$ cat src/rtl/mac_ctrl_if.sv
// Operand-fetch / MAC / result-write bus between mac_ctrl and its environment.
interface mac_ctrl_if;
  logic       start;
  logic       abort;
  logic [5:0] rd_addr;
  logic [7:0] rd_a;
  logic [7:0] rd_b;
  logic       mac_en;
  logic [7:0] mac_a;
  logic [7:0] mac_b;
  logic [2:0] mac_addr;
  logic [7:0] mac_out;
  logic       wr_en;
  logic [2:0] wr_addr;
  logic [7:0] wr_data;
  logic       busy;
  logic       done;

  modport master (
    input  start, abort, rd_a, rd_b, mac_out,
    output rd_addr, mac_en, mac_a, mac_b, mac_addr, wr_en, wr_addr, wr_data, busy, done
  );

  modport slave (
    output start, abort, rd_a, rd_b, mac_out,
    input  rd_addr, mac_en, mac_a, mac_b, mac_addr, wr_en, wr_addr, wr_data, busy, done
  );
endinterface

$ cat src/rtl/mac_ctrl.sv
// Row-sequencing controller: streams 8 operand pairs per row into an external MAC,
// waits for the result to settle, then writes it back; ROWS rows per job.
module mac_ctrl #(
  parameter int unsigned ROWS    = 8,
  parameter int unsigned EN_CYC  = 10,
  parameter int unsigned CAP_DLY = 2
) (
  input  logic       clk,
  input  logic       rst,
  mac_ctrl_if.master bus
);

  localparam int unsigned CNT_W = $clog2(EN_CYC + CAP_DLY + 1);
  localparam int unsigned ROW_W = 3;
  localparam int unsigned DAT_W = 8;

  localparam logic [2:0] S_IDLE  = 3'd0;
  localparam logic [2:0] S_PREF  = 3'd1;
  localparam logic [2:0] S_RUN   = 3'd2;
  localparam logic [2:0] S_DRAIN = 3'd3;
  localparam logic [2:0] S_WRITE = 3'd4;
  localparam logic [2:0] S_DONE  = 3'd5;

  logic [2:0]       state_q,   state_d;
  logic [ROW_W-1:0] row_q,     row_d;
  logic [ROW_W-1:0] k_q,       k_d;
  logic [CNT_W-1:0] cnt_q,     cnt_d;
  logic             mac_en_q,  mac_en_d;
  logic [DAT_W-1:0] mac_a_q,   mac_a_d;
  logic [DAT_W-1:0] mac_b_q,   mac_b_d;
  logic             wr_en_q,   wr_en_d;
  logic [ROW_W-1:0] wr_addr_q, wr_addr_d;
  logic [DAT_W-1:0] wr_data_q, wr_data_d;
  logic             busy_q,    busy_d;
  logic             done_q,    done_d;

  always_ff @(posedge clk or negedge rst) begin
    if (!rst) begin
      state_q   <= S_IDLE;
      row_q     <= '0;
      k_q       <= '0;
      cnt_q     <= '0;
      mac_en_q  <= 1'b0;
      mac_a_q   <= '0;
      mac_b_q   <= '0;
      wr_en_q   <= 1'b0;
      wr_addr_q <= '0;
      wr_data_q <= '0;
      busy_q    <= 1'b0;
      done_q    <= 1'b0;
    end else begin
      state_q   <= state_d;
      row_q     <= row_d;
      k_q       <= k_d;
      cnt_q     <= cnt_d;
      mac_en_q  <= mac_en_d;
      mac_a_q   <= mac_a_d;
      mac_b_q   <= mac_b_d;
      wr_en_q   <= wr_en_d;
      wr_addr_q <= wr_addr_d;
      wr_data_q <= wr_data_d;
      busy_q    <= busy_d;
      done_q    <= done_d;
    end
  end

  // Operands are loaded on the edge entering each RUN cycle, so the address runs one element ahead.
  always_comb begin
    state_d   = state_q;
    row_d     = row_q;
    k_d       = k_q;
    cnt_d     = cnt_q;
    mac_en_d  = mac_en_q;
    mac_a_d   = mac_a_q;
    mac_b_d   = mac_b_q;
    wr_en_d   = 1'b0;
    wr_addr_d = wr_addr_q;
    wr_data_d = wr_data_q;
    done_d    = 1'b0;

    case (state_q)
      S_IDLE: begin
        if (bus.start) begin
          state_d = S_PREF;
          row_d   = '0;
          k_d     = '0;
        end
      end
      S_PREF: begin
        state_d  = S_RUN;
        k_d      = ROW_W'(1);
        cnt_d    = '0;
        mac_en_d = 1'b1;
        mac_a_d  = bus.rd_a;
        mac_b_d  = bus.rd_b;
      end
      S_RUN: begin
        if (cnt_q == CNT_W'(EN_CYC - 1)) begin
          state_d  = S_DRAIN;
          cnt_d    = '0;
          mac_en_d = 1'b0;
          mac_a_d  = '0;
          mac_b_d  = '0;
        end else begin
          cnt_d   = cnt_q + CNT_W'(1);
          mac_a_d = (cnt_q < CNT_W'(7)) ? bus.rd_a : '0;
          mac_b_d = (cnt_q < CNT_W'(7)) ? bus.rd_b : '0;
          k_d     = (k_q == ROW_W'(7)) ? k_q : k_q + ROW_W'(1);
        end
      end
      S_DRAIN: begin
        if (cnt_q == CNT_W'(CAP_DLY - 1)) begin
          state_d   = S_WRITE;
          wr_en_d   = 1'b1;
          wr_addr_d = row_q;
          wr_data_d = bus.mac_out;
        end else begin
          cnt_d = cnt_q + CNT_W'(1);
        end
      end
      S_WRITE: begin
        if (row_q == ROW_W'(ROWS - 1)) begin
          state_d = S_DONE;
          done_d  = 1'b1;
        end else begin
          state_d = S_PREF;
          row_d   = row_q + ROW_W'(1);
          k_d     = '0;
        end
      end
      S_DONE: begin
        state_d = S_IDLE;
        row_d   = '0;
        k_d     = '0;
      end
      default: state_d = S_IDLE;
    endcase

    // Abort overrides everything, including a pending write strobe and a start in IDLE.
    if (bus.abort) begin
      state_d  = S_IDLE;
      row_d    = '0;
      k_d      = '0;
      cnt_d    = '0;
      mac_en_d = 1'b0;
      mac_a_d  = '0;
      mac_b_d  = '0;
      wr_en_d  = 1'b0;
      done_d   = 1'b0;
    end

    busy_d = (state_d != S_IDLE);
  end

  assign bus.rd_addr  = {row_q, k_q};
  assign bus.mac_en   = mac_en_q;
  assign bus.mac_a    = mac_a_q;
  assign bus.mac_b    = mac_b_q;
  assign bus.mac_addr = row_q;
  assign bus.wr_en    = wr_en_q;
  assign bus.wr_addr  = wr_addr_q;
  assign bus.wr_data  = wr_data_q;
  assign bus.busy     = busy_q;
  assign bus.done     = done_q;

endmodule

$ cat src/flat_wrapper.sv
// flat-port wrapper written by rule: the top's interface ports become plain ports
module mac_ctrl_flat 
#(
  parameter int unsigned ROWS    = 8,
  parameter int unsigned EN_CYC  = 10,
  parameter int unsigned CAP_DLY = 2
)
  (clk, rst, bus_start, bus_abort, bus_rd_a, bus_rd_b, bus_mac_out, bus_rd_addr, bus_mac_en, bus_mac_a, bus_mac_b, bus_mac_addr, bus_wr_en, bus_wr_addr, bus_wr_data, bus_busy, bus_done);
  mac_ctrl_if bus_i ();
  input  logic clk;
  input  logic rst;
  input wire logic [$bits(bus_i.start)-1:0] bus_start;
  input wire logic [$bits(bus_i.abort)-1:0] bus_abort;
  input wire logic [$bits(bus_i.rd_a)-1:0] bus_rd_a;
  input wire logic [$bits(bus_i.rd_b)-1:0] bus_rd_b;
  input wire logic [$bits(bus_i.mac_out)-1:0] bus_mac_out;
  output wire logic [$bits(bus_i.rd_addr)-1:0] bus_rd_addr;
  output wire logic [$bits(bus_i.mac_en)-1:0] bus_mac_en;
  output wire logic [$bits(bus_i.mac_a)-1:0] bus_mac_a;
  output wire logic [$bits(bus_i.mac_b)-1:0] bus_mac_b;
  output wire logic [$bits(bus_i.mac_addr)-1:0] bus_mac_addr;
  output wire logic [$bits(bus_i.wr_en)-1:0] bus_wr_en;
  output wire logic [$bits(bus_i.wr_addr)-1:0] bus_wr_addr;
  output wire logic [$bits(bus_i.wr_data)-1:0] bus_wr_data;
  output wire logic [$bits(bus_i.busy)-1:0] bus_busy;
  output wire logic [$bits(bus_i.done)-1:0] bus_done;
  assign bus_i.start = bus_start;
  assign bus_i.abort = bus_abort;
  assign bus_i.rd_a = bus_rd_a;
  assign bus_i.rd_b = bus_rd_b;
  assign bus_i.mac_out = bus_mac_out;
  assign bus_rd_addr = bus_i.rd_addr;
  assign bus_mac_en = bus_i.mac_en;
  assign bus_mac_a = bus_i.mac_a;
  assign bus_mac_b = bus_i.mac_b;
  assign bus_mac_addr = bus_i.mac_addr;
  assign bus_wr_en = bus_i.wr_en;
  assign bus_wr_addr = bus_i.wr_addr;
  assign bus_wr_data = bus_i.wr_data;
  assign bus_busy = bus_i.busy;
  assign bus_done = bus_i.done;
  mac_ctrl #(.ROWS(ROWS), .EN_CYC(EN_CYC), .CAP_DLY(CAP_DLY)) u_core (.clk(clk), .rst(rst), .bus(bus_i));
endmodule
$ cat config.mk
export PLATFORM = sky130hd
export DESIGN_NAME = mac_ctrl_flat
export DESIGN_NICKNAME = d
export VERILOG_FILES = /design/src/rtl/mac_ctrl_if.sv /design/src/rtl/mac_ctrl.sv /design/src/flat_wrapper.sv
export SDC_FILE = /design/constraint.sdc
export NUM_CORES = 1
export LEC_CHECK = 0
export ABC_AREA = 1
export ABC_CLOCK_PERIOD_IN_PS = 1700
export BUFFER_PORTS_ARGS = -buffer_cell sky130_fd_sc_hd__clkbuf_2
export CAP_MARGIN = 20
export CORE_ASPECT_RATIO = 0.9
export CORE_MARGIN = 3
export CORE_UTILIZATION = 50
export DETAILED_ROUTE_END_ITERATION = 10
export PLACE_DENSITY = 0.83
export SLEW_MARGIN = 0
export SYNTH_ARGS = -nofsm -noshare
export SYNTH_HDL_FRONTEND = slang
export SYNTH_SLANG_ARGS = --single-unit
$ cat constraint.sdc
create_clock -name clk -period 1.7 [get_ports clk]
set_input_delay 0.34 -clock clk [delete_from_list [all_inputs] [get_ports clk]]
set_output_delay 0.34 -clock clk [all_outputs]
set_load 0.03 [all_outputs]
After elaboration in Yosys (flattened, before gate mapping) --
Cells that the tools add are included.
Storage, ports and cells: register bits 44, bits of input ports 28, output and inout bits 40, word-level logic and storage cells 78
Cells by class: add/sub/neg operators 3, $lt $le $gt $ge 1, eq/ne operators 15, mux-type cells 36, reductions and logical operators 11
Operator list (count):
- two-way mux 8 bit | 6
- two-way mux 3 bit | 12
- one-hot mux 8 bit (2 select lines) | 2
- one-hot mux 3 bit (5 select lines) | 2
- inequality test 3 bit, second input constant | 5
- equality test 3 bit, second input constant | 4
- two-way mux 4 bit | 3
- one-hot mux 4 bit (3 select lines) | 1
- one-hot mux 3 bit (3 select lines) | 1
- two-way mux 1 bit | 8
- nonzero test 4 bit | 2
- adder 3 x 1 -> 3 bit, second input constant | 2
- equality test 3 x 2 -> 1 bit, second input constant | 2
- AND reduction 2 bit | 3
- nonzero test 3 bit | 2
- nonzero test 6 bit | 1
- AND reduction 5 bit | 1
- adder 4 x 1 -> 4 bit, second input constant | 1
- equality test 4 x 1 -> 1 bit, second input constant | 1
- equality test 4 bit, second input constant | 1
- < comparator 4 x 3 -> 1 bit, second input constant | 1
- equality test 3 x 1 -> 1 bit, second input constant | 1
- zero test 3 bit | 1
- inequality test 3 x 2 -> 1 bit, second input constant | 1
- other kinds (2) | 2

Logic depth before layout (Yosys ltp) --
depth after elaboration 5, mapped depth 9, depth with buffers taken out 9

Least setup slack after synthesis --
Ideal clock, no wire load.
path kind reg-to-reg, start point reg u_core.row_q[0], in the netlist u_core.bus.mac_addr[0], end point reg u_core.row_q[0], in the netlist u_core.bus.mac_addr[0], arrival 1.346 ns, required time 1.573 ns, setup slack 0.227 ns, cell stages (with the launch flop) 7, buffers on the path 0, path through dfrtp_1 ha_1 ha_1 nand4_1 nand2_1 nor2_2 o21ai_0
Between the ends: word-level cells in the longest chain between the ends 4, elaborated cells between the ends (all ways) 7
Ends and longest elaborated chain:
- from (decl) | line mac_ctrl.sv:25 | logic [ROW_W-1:0] row_q, row_d;
- from (signal assigned) | line mac_ctrl.sv:53 | row_q <= row_d;
- adder 3 x 1 -> 3 bit | line mac_ctrl.sv:127 | row_d = row_q + ROW_W'(1);
- two-way mux 3 bit | line mac_ctrl.sv:122 | if (row_q == ROW_W'(ROWS - 1)) begin
- one-hot mux 3 bit (3 select lines) | line mac_ctrl.sv:81 | case (state_q)
- two-way mux 3 bit | line mac_ctrl.sv:140 | if (bus.abort) begin
Parallel ways exist; a longest one is shown, timed or not. The select of a mux whose other input is x is not followed. A chain may end at the register's enable or synchronous reset.

Final worst setup path --
start point reg u_core.row_q[0], in the netlist u_core.bus.mac_addr[0], end point reg u_core.row_q[1], in the netlist u_core.bus.mac_addr[1]
The elaborated chain is that of the path after synthesis.

==> impl_summary.txt <==
----------------------------------------------------
[Clock tree]
  TritonCTS buffer count ... 5
  Cell chosen for the clock root ... sky130_fd_sc_hd__clkbuf_8
  TritonCTS clock tree ... yes
  Total number of H-tree levels ... 2
  Clock slew at the register clock pins of the worst setup and hold paths ... 80 ps
  TritonCTS Sinks ... 44
  Max Root-Sink Buffers ... 2
  Clock latency on the worst-skew pair ... 290 ps
  Post-CTS Setup Repair Bufs ... 0

[Critical path]
  Slowest Stage Delay on Critical Path ... 440 ps
  Required time of the critical path ... 1870 ps
  Kind of start point of the critical path ... flip-flop
  Library cell contributing the largest single delay on the critical path ... sky130_fd_sc_hd__dfrtp_1
  Cell with the most instances on the worst path ... sky130_fd_sc_hd__ha_1
  Crit Path Max Fanout ... 6
  WS Path Type ... flip-flop to flip-flop
  Cell chain of the critical path ... ha_1 -> ha_1 -> nand4_1 -> nand2_1 -> nor2_2 -> o21ai_0
  Arrival time at the worst endpoint ... 1680 ps
  Crit end category ... flip-flop

[Yosys]
  Distinct cell type count of the synthesized netlist ... 21
  Seq/Total Area, Yosys ... 0.516
  Number of standard cells after synthesis ... 260
  Syn nets ... 294
  Syn_area_per_cell ... 8.20 um^2
  Number of flip-flops and latches in the synthesized netlist ... 44
  Warnings from Yosys ... 0
  Post-synthesis cell area ... 0.00213 mm^2

[Timing]
  Final clock skew ... 4.99 ps
  Fin Setup TNS ... 0 ps
  Worst Tran Pin Value ... 439 ps
  Setup violation total in the final timing report ... 0
  Worst hold margin ... 251 ps
  Hold Vio Cnt, Final ... 0
  Achievable frequency ... 0.662 GHz
  RSZ-0062 raised after global routing ... no
  Final critical path time including I/O delays and setup ... 1510 ps
  Final-report max-slew violation count ... 0
  Max-Slew Margin vs Limit ... 0.707
  Final Cycle Share ... 0.888

[Finish]
  Leading cell types in the layout, fill and taps excluded ... sky130_fd_sc_hd__clkbuf_2 (67), sky130_fd_sc_hd__nand2_1 (66), sky130_fd_sc_hd__dfrtp_1 (44)
  Final cell area excluding filler cells ... 0.00260 mm^2
  Layout Nets ... 360
  Layout overhead on the synthesized area ... 21.8%
  Number of fill cells in the layout ... 333
  Count of inserted antenna diode cells ... 0
  Fin cells ... 373
  Share of final-layout standard cells stronger than drive strength 1 ... 0.275
  Most common library cell in the layout ignoring fill and taps ... sky130_fd_sc_hd__clkbuf_2
  Core utilization of the finished layout ... 0.663

[Routing]
  Antenna Nets Post-Route ... 0
  Number of iterations in the first detailed-routing pass ... 4
  Drt total wl ... 4470 um
  Iteration-0 DRC Markers ... 149
  Vias post-DR ... 1850
  Routed wirelength normalized by instance count ... 12.0 um
  Via-to-Cell Ratio ... 4.96
  Number of DRC violations after detailed routing ... 0

[Placed design]
  Number of instances in the placed design ... 364
  PortBufs ... 67
  Placed wire-length estimate ... 3370 um
  Cell Area, Placed ... 0.00248 mm^2
  Gpl congestion ... 0.840

[Status]
  Result of the run ... complete, no violations

[Power]
  Peak ir drop on the vdd network ... 0.000667 V
  Power per cell area ... 924 mW/mm^2
  Static leakage power ... 1.42 nW

[Die]
  Placeable core region ... 0.00392 mm^2
  Number of cell rows ... 21
  Die Wd ... 74.8 um
  Effective utilization at floorplan ... 0.545
  Ports ... 68
  Overall die height ... 68.0 um
  Area of the die ... 0.00508 mm^2

[Hold path]
  Class of the worst hold path ... input port to flip-flop

[Global routing]
  Global-route wire length before repair ... 7110 um
  Number of antenna violations at the first check in global routing ... 0
  Pin count of the biggest net entering global routing ... 33
  Gr ovfl total ... 0
  Number of global-route vias before repair ... 1543
  Global Route Usage Sum ... 0.185

[Flow run]
  Max-cap viol count ... 0

----------------------------------------------------
==> logic make-up after synthesis <==
kind of cell / share of synthesized area
simple gates: 0.245
compound gates: 0.104
xor+xnor: 0.00411
buf+inv: 0.0957
flops: 0.516
fa+ha+maj: 0.0352
==> repair_timing <==
action / CTS / global route
hold buffers: 1 / 0
gates resized for setup: 0 / 3
endpoints found under the hold margin: 16 / 0
setup endpoints to repair: 0 / 16
==> power by group <==
part	leakage [nW]	switching (W)	total [W]	internal, W
sequential	0.556	0.0000601	0.00120	0.00114
clock	0.0445	0.000340	0.000670	0.000330
combinational	0.824	0.000376	0.000535	0.000160
==> sequential cells by signal, summed over array words and instances (netlist names) <==
signal,count
u_core.bus.wr_data,8
u_core.bus.done,1
u_core.bus.wr_en,1
u_core.cnt_q,4
u_core.k_q,3
u_core.bus.busy,1
u_core.bus.mac_b,8
u_core.bus.mac_a,8
u_core.bus.mac_addr,3
u_core.bus.wr_addr,3
u_core.state_q,3
u_core.bus.mac_en,1
==> cells in the mapped netlist, drive strengths merged <==
library cell	instances	area, um^2
nand2	67	254
inv	34	128
nor2	23	104
ha	6	75.1
dfrtp	44	1100
a21oi	4	20.0
o21ai	38	201
nand4	2	18.8
nand3	29	145
xor2	1	8.76
buf	12	76.3
==> area by class of cell <==
cell class,instances,area (um^2),share of cell area
timing repair buffer,71,380,0.146
clock buffer,7,86.3,0.0332
multi-input combinational,170,835,0.321
clock inverter,1,7.51,0.00289
sequential,44,1100,0.424
inverter,34,130,0.0501
tap,46,57.6,0.0222
==> final timing paths <==
kind                                   startpoint                      to  slack [ps]  cells after the start
setup / recovery           u_core.bus.mac_addr[0]  u_core.bus.mac_addr[1]         190                      6
hold / removal                     bus_mac_out[1]   u_core.bus.wr_data[1]         250                      3
min in group asynchronous                     rst       u_core.bus.mac_en         510                      2
max in group asynchronous                     rst         u_core.cnt_q[1]         700                      3
hold reg to reg             u_core.bus.wr_addr[0]   u_core.bus.wr_addr[0]         500                      2
setup reg to reg           u_core.bus.mac_addr[0]  u_core.bus.mac_addr[1]         190                      6
==> through the flow <==
stage          setup WS (ps)  power [W]
2_1_floorplan            227    0.00156
3_3_place_gp             132    0.00174
3_5_place_dp            27.3    0.00175
4_1_cts                 20.3    0.00242
5_1_grt                 17.2    0.00252
6_report                 190    0.00240
==> critical path: cells and delay by family (launching register included) <==
family,cells,cell delay [ps]
adders and majority gates,2,410
and+or+nand+nor,3,430
DFF,1,440
AOI/OAI and AO/OA,1,110
==> metal layers <==
layer  vias to the layer above  part of all wire  GRT usage
met2                        62              0.43      0.259
li1                        955                 -          -
met1                       826              0.49      0.268
met5                         -                 0          0
met3                         7             0.069     0.0485
met4                         0             0.012     0.0800
No activity file was read; power rests on OpenSTA's default activity.
